**config.mk**
```make
export PLATFORM = sky130hd
export DESIGN_NAME = apb_pwm_driver
export DESIGN_NICKNAME = d
export VERILOG_FILES = /design/src/rtl/apb_pwm_driver.sv
export SDC_FILE = /design/constraint.sdc
export NUM_CORES = 1
export LEC_CHECK = 0
export BUFFER_PORTS_ARGS = -buffer_cell sky130_fd_sc_hd__buf_2
export CAP_MARGIN = 25
export CORE_AREA = 2 2 203 205
export CTS_BUF_LIST = sky130_fd_sc_hd__clkbuf_8
export CTS_CLUSTER_SIZE = 16
export DETAILED_ROUTE_END_ITERATION = 6
export DIE_AREA = 0 0 205 207
export HOLD_SLACK_MARGIN = 0.12
export PLACE_DENSITY = 0.53
export SLEW_MARGIN = 20
export SYNTH_ARGS = -nofsm -noshare
export SYNTH_HDL_FRONTEND = slang
export SYNTH_SLANG_ARGS = --single-unit
```
**constraint.sdc**
```tcl
create_clock -name PCLK -period 3.58 [get_ports PCLK]
set_clock_uncertainty 0.1 [all_clocks]
set_input_delay 0.179 -clock PCLK [delete_from_list [all_inputs] [get_ports PCLK]]
set_output_delay 0.179 -clock PCLK [all_outputs]
set_load 0.1 [all_outputs]
```
**src/rtl/apb_pwm_driver.sv**
```systemverilog
// -----------------------------------------------------------------------------
// apb_pwm_driver
// APB3 slave driving two independent PWM / pulse-burst channels. Each channel
// runs a counter over a shared PERIOD with its own DUTY and optional BURST
// length; a finite burst sets a sticky DONE flag that is turned into a level
// interrupt when the matching interrupt enable is set.
//
// Ports
//   PCLK     in   clock, all logic on the rising edge
//   PRESET   in   synchronous active-high reset
//   PSEL     in   peripheral select
//   PENABLE  in   APB access phase
//   PWRITE   in   1 = write, 0 = read
//   PADDR    in   byte address, only [4:2] decoded
//   PWDATA   in   write data
//   PRDATA   out  registered read data
//   PREADY   out  tied high (zero wait states)
//   PSLVERR  out  tied low
//   OUT      out  registered PWM outputs, bit n = channel n
//   INT0     out  channel 0 done interrupt (level)
//   INT1     out  channel 1 done interrupt (level)
//
// Register map (PADDR[4:2]):
//   0 CTRL   {IE1,IE0,EN1,EN0}      1 PERIOD     2 DUTY0    3 DUTY1
//   4 BURST0                        5 BURST1     6 STATUS {DONE1,DONE0,BUSY1,BUSY0}
//   7 reserved (reads 0)
// -----------------------------------------------------------------------------
module apb_pwm_driver #(
    parameter int CW = 16
) (
    input  logic        PCLK,
    input  logic        PRESET,
    input  logic        PSEL,
    input  logic        PENABLE,
    input  logic        PWRITE,
    input  logic [31:0] PADDR,
    input  logic [31:0] PWDATA,
    output logic [31:0] PRDATA,
    output logic        PREADY,
    output logic        PSLVERR,
    output logic [1:0]  OUT,
    output logic        INT0,
    output logic        INT1
);

    typedef enum logic {
        ST_IDLE = 1'b0,
        ST_RUN  = 1'b1
    } ch_state_t;

    localparam logic [2:0] ADDR_CTRL   = 3'd0;
    localparam logic [2:0] ADDR_PERIOD = 3'd1;
    localparam logic [2:0] ADDR_DUTY0  = 3'd2;
    localparam logic [2:0] ADDR_DUTY1  = 3'd3;
    localparam logic [2:0] ADDR_BURST0 = 3'd4;
    localparam logic [2:0] ADDR_BURST1 = 3'd5;
    localparam logic [2:0] ADDR_STATUS = 3'd6;

    // Bus decode
    logic        wr_s;
    logic        rd_setup_s;
    logic [2:0]  addr_s;
    logic        ctrl_wr_s;
    logic [1:0]  w1c_s;
    logic        unused_s;

    // Configuration and status registers
    logic [1:0]    ie_r;
    logic [CW-1:0] period_r;
    logic [CW-1:0] duty_r  [2];
    logic [CW-1:0] burst_r [2];
    logic [1:0]    done_r;
    logic [1:0]    done_nxt_s;
    logic [1:0]    int_r;
    logic [31:0]   prdata_r;
    logic [31:0]   rdata_s;

    // Channel state and datapath
    ch_state_t     state_r     [2];
    ch_state_t     state_nxt_s [2];
    logic [CW-1:0] cnt_r       [2];
    logic [CW-1:0] cnt_nxt_s   [2];
    logic [CW-1:0] rem_r       [2];
    logic [CW-1:0] rem_nxt_s   [2];
    logic [CW-1:0] p_sh_r      [2];
    logic [CW-1:0] p_sh_nxt_s  [2];
    logic [CW-1:0] d_sh_r      [2];
    logic [CW-1:0] d_sh_nxt_s  [2];
    logic [1:0]    out_r;
    logic [1:0]    out_nxt_s;
    logic [1:0]    busy_s;
    logic [1:0]    start_s;
    logic [1:0]    abort_s;
    logic [1:0]    wrap_s;
    logic [1:0]    finish_s;

    assign wr_s       = PSEL & PENABLE & PWRITE;
    assign rd_setup_s = PSEL & ~PENABLE & ~PWRITE;
    assign addr_s     = PADDR[4:2];
    assign ctrl_wr_s  = wr_s & (addr_s == ADDR_CTRL);
    assign w1c_s      = (wr_s & (addr_s == ADDR_STATUS)) ? PWDATA[3:2] : 2'b00;
    assign unused_s   = ^{PADDR[31:5], PADDR[1:0], PWDATA[31:CW]};

    // Per-channel events: start, abort, period wrap and last wrap of a burst
    always_comb begin
        start_s  = 2'b00;
        abort_s  = 2'b00;
        wrap_s   = 2'b00;
        finish_s = 2'b00;
        busy_s   = 2'b00;
        for (int n = 0; n < 2; n++) begin
            busy_s[n]   = (state_r[n] == ST_RUN);
            // A CTRL write only starts an idle channel; setting EN again while
            // running is deliberately a no-op (no restart).
            start_s[n]  = ctrl_wr_s & PWDATA[n] & (state_r[n] == ST_IDLE);
            abort_s[n]  = ctrl_wr_s & ~PWDATA[n] & (state_r[n] == ST_RUN);
            wrap_s[n]   = (state_r[n] == ST_RUN) & (cnt_r[n] == p_sh_r[n]);
            // rem == 0 marks a continuous channel, so it never finishes.
            finish_s[n] = wrap_s[n] & (rem_r[n] == CW'(1));
        end
    end

    // Channel FSM next-state logic
    always_comb begin
        for (int n = 0; n < 2; n++) begin
            state_nxt_s[n] = state_r[n];
            case (state_r[n])
                ST_IDLE: begin
                    if (start_s[n]) begin
                        state_nxt_s[n] = ST_RUN;
                    end else begin
                        state_nxt_s[n] = ST_IDLE;
                    end
                end
                ST_RUN: begin
                    if (abort_s[n] | finish_s[n]) begin
                        state_nxt_s[n] = ST_IDLE;
                    end else begin
                        state_nxt_s[n] = ST_RUN;
                    end
                end
                default: state_nxt_s[n] = ST_IDLE;
            endcase
        end
    end

    // Channel FSM outputs: counter, burst remainder, shadow registers, PWM level
    always_comb begin
        out_nxt_s = 2'b00;
        for (int n = 0; n < 2; n++) begin
            cnt_nxt_s[n]  = cnt_r[n];
            rem_nxt_s[n]  = rem_r[n];
            p_sh_nxt_s[n] = p_sh_r[n];
            d_sh_nxt_s[n] = d_sh_r[n];
            case (state_r[n])
                ST_IDLE: begin
                    if (start_s[n]) begin
                        // Output is valid on the start edge itself (cnt = 0).
                        cnt_nxt_s[n]  = CW'(0);
                        rem_nxt_s[n]  = burst_r[n];
                        p_sh_nxt_s[n] = period_r;
                        d_sh_nxt_s[n] = duty_r[n];
                        out_nxt_s[n]  = (duty_r[n] != CW'(0));
                    end else begin
                        out_nxt_s[n]  = 1'b0;
                    end
                end
                ST_RUN: begin
                    if (abort_s[n]) begin
                        out_nxt_s[n] = 1'b0;
                    end else if (finish_s[n]) begin
                        cnt_nxt_s[n] = CW'(0);
                        rem_nxt_s[n] = CW'(0);
                        out_nxt_s[n] = 1'b0;
                    end else if (wrap_s[n]) begin
                        // Period boundary: pick up any PERIOD/DUTY written
                        // during the period that just ended.
                        cnt_nxt_s[n]  = CW'(0);
                        p_sh_nxt_s[n] = period_r;
                        d_sh_nxt_s[n] = duty_r[n];
                        out_nxt_s[n]  = (duty_r[n] != CW'(0));
                        if (rem_r[n] != CW'(0)) begin
                            rem_nxt_s[n] = rem_r[n] - CW'(1);
                        end else begin
                            rem_nxt_s[n] = rem_r[n];
                        end
                    end else begin
                        cnt_nxt_s[n] = cnt_r[n] + CW'(1);
                        out_nxt_s[n] = ((cnt_r[n] + CW'(1)) < d_sh_r[n]);
                    end
                end
                default: begin
                    out_nxt_s[n] = 1'b0;
                end
            endcase
        end
    end

    // DONE flags: set by a finishing burst, cleared by W1C; a set wins a collision
    always_comb begin
        done_nxt_s = (done_r & ~w1c_s) | (finish_s & ~abort_s);
    end

    // Read data mux for the addressed register
    always_comb begin
        case (addr_s)
            ADDR_CTRL:   rdata_s = {28'd0, ie_r, busy_s};
            ADDR_PERIOD: rdata_s = 32'(period_r);
            ADDR_DUTY0:  rdata_s = 32'(duty_r[0]);
            ADDR_DUTY1:  rdata_s = 32'(duty_r[1]);
            ADDR_BURST0: rdata_s = 32'(burst_r[0]);
            ADDR_BURST1: rdata_s = 32'(burst_r[1]);
            ADDR_STATUS: rdata_s = {28'd0, done_r, busy_s};
            default:     rdata_s = 32'd0;
        endcase
    end

    // Channel FSM state register
    always_ff @(posedge PCLK) begin
        if (PRESET) begin
            state_r[0] <= ST_IDLE;
            state_r[1] <= ST_IDLE;
        end else begin
            state_r[0] <= state_nxt_s[0];
            state_r[1] <= state_nxt_s[1];
        end
    end

    // Channel datapath registers and PWM outputs
    always_ff @(posedge PCLK) begin
        if (PRESET) begin
            for (int n = 0; n < 2; n++) begin
                cnt_r[n]  <= CW'(0);
                rem_r[n]  <= CW'(0);
                p_sh_r[n] <= CW'(0);
                d_sh_r[n] <= CW'(0);
            end
            out_r <= 2'b00;
        end else begin
            for (int n = 0; n < 2; n++) begin
                cnt_r[n]  <= cnt_nxt_s[n];
                rem_r[n]  <= rem_nxt_s[n];
                p_sh_r[n] <= p_sh_nxt_s[n];
                d_sh_r[n] <= d_sh_nxt_s[n];
            end
            out_r <= out_nxt_s;
        end
    end

    // Writable configuration registers
    always_ff @(posedge PCLK) begin
        if (PRESET) begin
            ie_r       <= 2'b00;
            period_r   <= CW'(0);
            duty_r[0]  <= CW'(0);
            duty_r[1]  <= CW'(0);
            burst_r[0] <= CW'(0);
            burst_r[1] <= CW'(0);
        end else if (wr_s) begin
            case (addr_s)
                ADDR_CTRL:   ie_r       <= PWDATA[3:2];
                ADDR_PERIOD: period_r   <= PWDATA[CW-1:0];
                ADDR_DUTY0:  duty_r[0]  <= PWDATA[CW-1:0];
                ADDR_DUTY1:  duty_r[1]  <= PWDATA[CW-1:0];
                ADDR_BURST0: burst_r[0] <= PWDATA[CW-1:0];
                ADDR_BURST1: burst_r[1] <= PWDATA[CW-1:0];
                default: begin
                end
            endcase
        end else begin
            ie_r <= ie_r;
        end
    end

    // DONE flags and level interrupts (interrupt lags DONE by one edge)
    always_ff @(posedge PCLK) begin
        if (PRESET) begin
            done_r <= 2'b00;
            int_r  <= 2'b00;
        end else begin
            done_r <= done_nxt_s;
            int_r  <= done_r & ie_r;
        end
    end

    // Read data captured in the setup phase and held through the access phase
    always_ff @(posedge PCLK) begin
        if (PRESET) begin
            prdata_r <= 32'd0;
        end else if (rd_setup_s) begin
            prdata_r <= rdata_s;
        end else begin
            prdata_r <= prdata_r;
        end
    end

    assign PRDATA  = prdata_r;
    assign PREADY  = 1'b1;
    assign PSLVERR = 1'b0;
    assign OUT     = out_r;
    assign INT0    = int_r[0];
    assign INT1    = int_r[1];

endmodule

```
==> flow_summary_export.csv <==
group,metric,value,unit
clock_network,cts_sinks,234,
job,maxCapViolations,0,
place,io_buffers,43,
synthesis,synth_top_cell_by_area,"dfxtp_1",
global_routing,grt_pass1_wl,55.8,mm
global_routing,use_met3,2.97,%
clock_network,post_cts_buffers,0,
outcome,status,"finished clean",
cells_and_area,nFillCells,4174,
critical_path,worstReg2RegStart,"cnt_r[0][19]$_SDFFE_PP0P_",
floorplan,dieArea,42400,µm²
critical_path,worstPathMaxFanout,6,
hold_path,holdPathEnd,"d_sh_r[0][9]$_SDFFE_PP0P_",
critical_path,r2r-end,"OUT[1]$_SDFF_PP0_",
drt,drt_iter0_drc,899,
critical_path,ff2ff_path_depth,10,
cells_and_area,area_delta_synth_final,14.7,%
synthesis,async_reset_ff_share,0,%
floorplan,initial_core_util,29.6,%
critical_path,crit_path_start_kind,"flip-flop",
global_routing,grt_use_met2,26.7,%
floorplan,die_y,207,µm
synthesis,syn_area,11900,µm²
sta,report.final.setup_viol,0,
hold_path,whs_path_depth,3,
sta,worst_slew_pin_slew,1.05,ns
clock_network,cts_resized,0,
clock_network,clkTransAtPathRegs,0.06,ns
sta,fin_tns_setup,0,ns
pwr,vdd_drop_max,184,µV
critical_path,cp_common_cell,"a21o_1",
clock_network,htree_levels,2,
global_routing,grt_max_degree,167,
critical_path,worstSetupEndpointType,"flip-flop",
sta,hold_viol_final,0,
global_routing,grt-busiest-layer,"met2",
drt,wl_per_cell,19.5,µm
critical_path,rrSetupSlack,0.49,ns
cells_and_area,drive_above_1_share,11.8,%
critical_path,slowest_delay,0.49,ns
synthesis,yosysSeqAreaShare,44.6,%
sta,period_share,86.4,%
floorplan,fp-row-count,74,
drt,detail-route-antenna-nets,0,
clock_network,clk_latency,0.56,ns
critical_path,cp_cell_sequence,"and4_1 > and3_1 > nand2_1 > xnor2_1 > ha_1 > a21o_1 > a21o_1 > a221oi_1 > o211ai_1 > a21oi_1",
pwr,power_density,424,nW/µm²
synthesis,ys.warnings.count,0,
hold_path,min_from,"PRESET",
global_routing,grt_use_total,17.1,%
sta,finalCriticalPeriod,3.09,ns
cells_and_area,diodes,0,
synthesis,synth_ff_type,"dfxtp_1",
place,hpwl,26.5,mm
global_routing,antenna_found_initial,0,
drt,routed_wl,37.0,mm
critical_path,crit_slowest_cell,"dfxtp_1",
critical_path,crit_buf_inv,0,
synthesis,synth-edff-count,64,
critical_path,crit_type,"flip-flop to flip-flop",
cells_and_area,final_cell_mix,"170 x dfxtp_1, 138 x nor2_1, 98 x nand2_1, 82 x a21oi_1, 80 x mux2i_1",
global_routing,grt.overflow.total,0,
drt,first_pass_iters,5,
hold_path,hold_path.class,"input port to flip-flop",
sta,max_clock_freq,323,MHz
synthesis,syn-instance-count,1275,
clock_network,cts_buffers,42,
clock_network,clock_path_buffers,3,
floorplan,coreArea,40400,µm²
synthesis,synth.avg_cell_area,9.36,µm²
place,routabilityCongestion,0.858,
floorplan,ios,107,
pwr,cellLeakagePower,5.40,nW
clock_network,root_buffer,"clkbuf_8",
clock_network,tritoncts,"done",
critical_path,crit_family,"compound AO/OA/AOI/OAI gates",
critical_path,worstPathRequired,3.88,ns
global_routing,met1_usage,23.5,%
synthesis,synth_seq_cells,234,
drt,vias_per_cell,5.18,
floorplan,die_w,205,µm
drt,vias,9849,
synthesis,synth_top_area_share,28.5,%
global_routing,grt_pass1_vias,9286,
synthesis,synth_cell_types,73,
critical_path,cp.arrival,3.39,ns
sta,whs,0.142,ns
cells_and_area,nets,1440,
synthesis,synthTopCellsByArea,"dfxtp_1 29%, edfxtp_1 16%, mux2i_1 6.7%",
sta,drv_slew,0,
drt,drc,0,
cells_and_area,final_common_cell,"dfxtp_1",
sta,rsz0062_at_grt,"false",
sta,maxSlewHeadroom,29.7,%
## layer usage
metal	part of all wire, %	vias to the layer above
met2	45	303
li1	-	4720
met5	0	-
met3	5.4	64
met4	3.3	0
met1	47	4762
## worst reg2reg max path, cell delays in order, from the launching register on
cell and delay, ns:
dfxtp_1 0.49, and4_1 0.30, and3_1 0.26, nand2_1 0.09, xnor2_1 0.24, ha_1 0.30, a21o_1 0.17, a21o_1 0.17
a221oi_1 0.31, o211ai_1 0.13, a21oi_1 0.38
## cell families after synthesis
| family | synth area share, % |
|---|---|
| simple gates | 18.9 |
| compound gates | 14.8 |
| flops | 44.6 |
| buf+inv | 6.00 |
| mux | 7.56 |
| xor+xnor | 4.26 |
| fa+ha+maj | 3.78 |
| other cells | 0.0629 |
## sequential cells by signal, indices dropped and copies added (netlist names), 16 cells and up
| signal | count |
|---|---|
| PRDATA | 16 |
| burst_r | 32 |
| cnt_r | 32 |
| d_sh_r | 32 |
| duty_r | 32 |
| p_sh_r | 32 |
| period_r | 16 |
| rem_r | 32 |
## repair_timing
item	CTS	global route
endpoints found under the hold margin	84	0
setup endpoints to repair	0	0
hold buffers	19	0
## synthesized netlist by cell type, types with 4 or more instances
master / number
dfxtp_1: 170
nor2_1: 138
nand2_1: 98
a21oi_1: 82
mux2i_1: 80
edfxtp_1: 64
inv_1: 51
clkbuf_1: 46
a22oi_1: 44
ha_1: 36
and2_1: 32
xnor2_1: 31
nand3_1: 29
xor2_1: 27
nand4_1: 25
nor3_1: 25
nor4_1: 23
buf_4: 21
o21ai_0: 20
and3_1: 18
nor2b_1: 15
a31oi_1: 14
buf_2: 14
a32oi_1: 13
a221oi_1: 12
a211oi_1: 10
a21o_1: 10
nand2b_1: 10
o211ai_1: 10
mux2_2: 7
and4_1: 6
o31ai_1: 6
o32ai_1: 6
or3_1: 6
buf_6: 5
nor4b_1: 5
buf_1: 4
nand3b_1: 4
or4_1: 4
## power breakdown
| group | internal [mW] | switching, mW |
|---|---|---|
| logic | 0.117 | 0.333 |
| registers | 2.78 | 0.0742 |
| clock network | 1.36 | 1.14 |
## metrics by stage
| step | setup WS, ns | cell area, µm² | power, mW | std cells | util, % |
|---|---|---|---|---|---|
| 3_5_place_dp | 0.551 | 12600 | 3.34 | 1803 | 31.3 |
| 3_3_place_gp | 0.579 | 12600 | 3.34 | 1803 | 31.3 |
| 6_report | 0.488 | 13700 | 5.80 | 1900 | 33.9 |
| 4_1_cts | 0.506 | 13700 | 5.87 | 1899 | 33.9 |
| 2_1_floorplan | 0.905 | 12000 | 3.19 | 1291 | - |
| 5_1_grt | 0.300 | 13700 | 6.02 | 1900 | 33.9 |
## how the worst max path moves through the flow
| stage | from | endpoint | cells past startpoint |
|---|---|---|---|
| floorplan | PADDR[2] | burst_r[0][16]$_DFFE_PP_ | 5 |
| global placement | cnt_r[0][0]$_SDFFE_PP0P_ | OUT[0]$_SDFF_PP0_ | 12 |
| detailed placement | cnt_r[0][0]$_SDFFE_PP0P_ | OUT[0]$_SDFF_PP0_ | 12 |
| CTS | cnt_r[0][0]$_SDFFE_PP0P_ | OUT[0]$_SDFF_PP0_ | 12 |
| global route | cnt_r[0][0]$_SDFFE_PP0P_ | OUT[0]$_SDFF_PP0_ | 12 |
| finish | cnt_r[0][19]$_SDFFE_PP0P_ | OUT[1]$_SDFF_PP0_ | 10 |
## area by class of cell
cell class	count	area, µm²	area share, %
Clock buffer	51	702	5.13
Clock inverter	26	138	1.01
Inverter	53	199	1.45
Multi-Input combinational cell	911	5980	43.7
Sequential cell	234	5330	38.9
Tap cell	532	666	4.87
Timing Repair Buffer	93	676	4.94
Note: power is estimated with default switching activity, not from simulation.
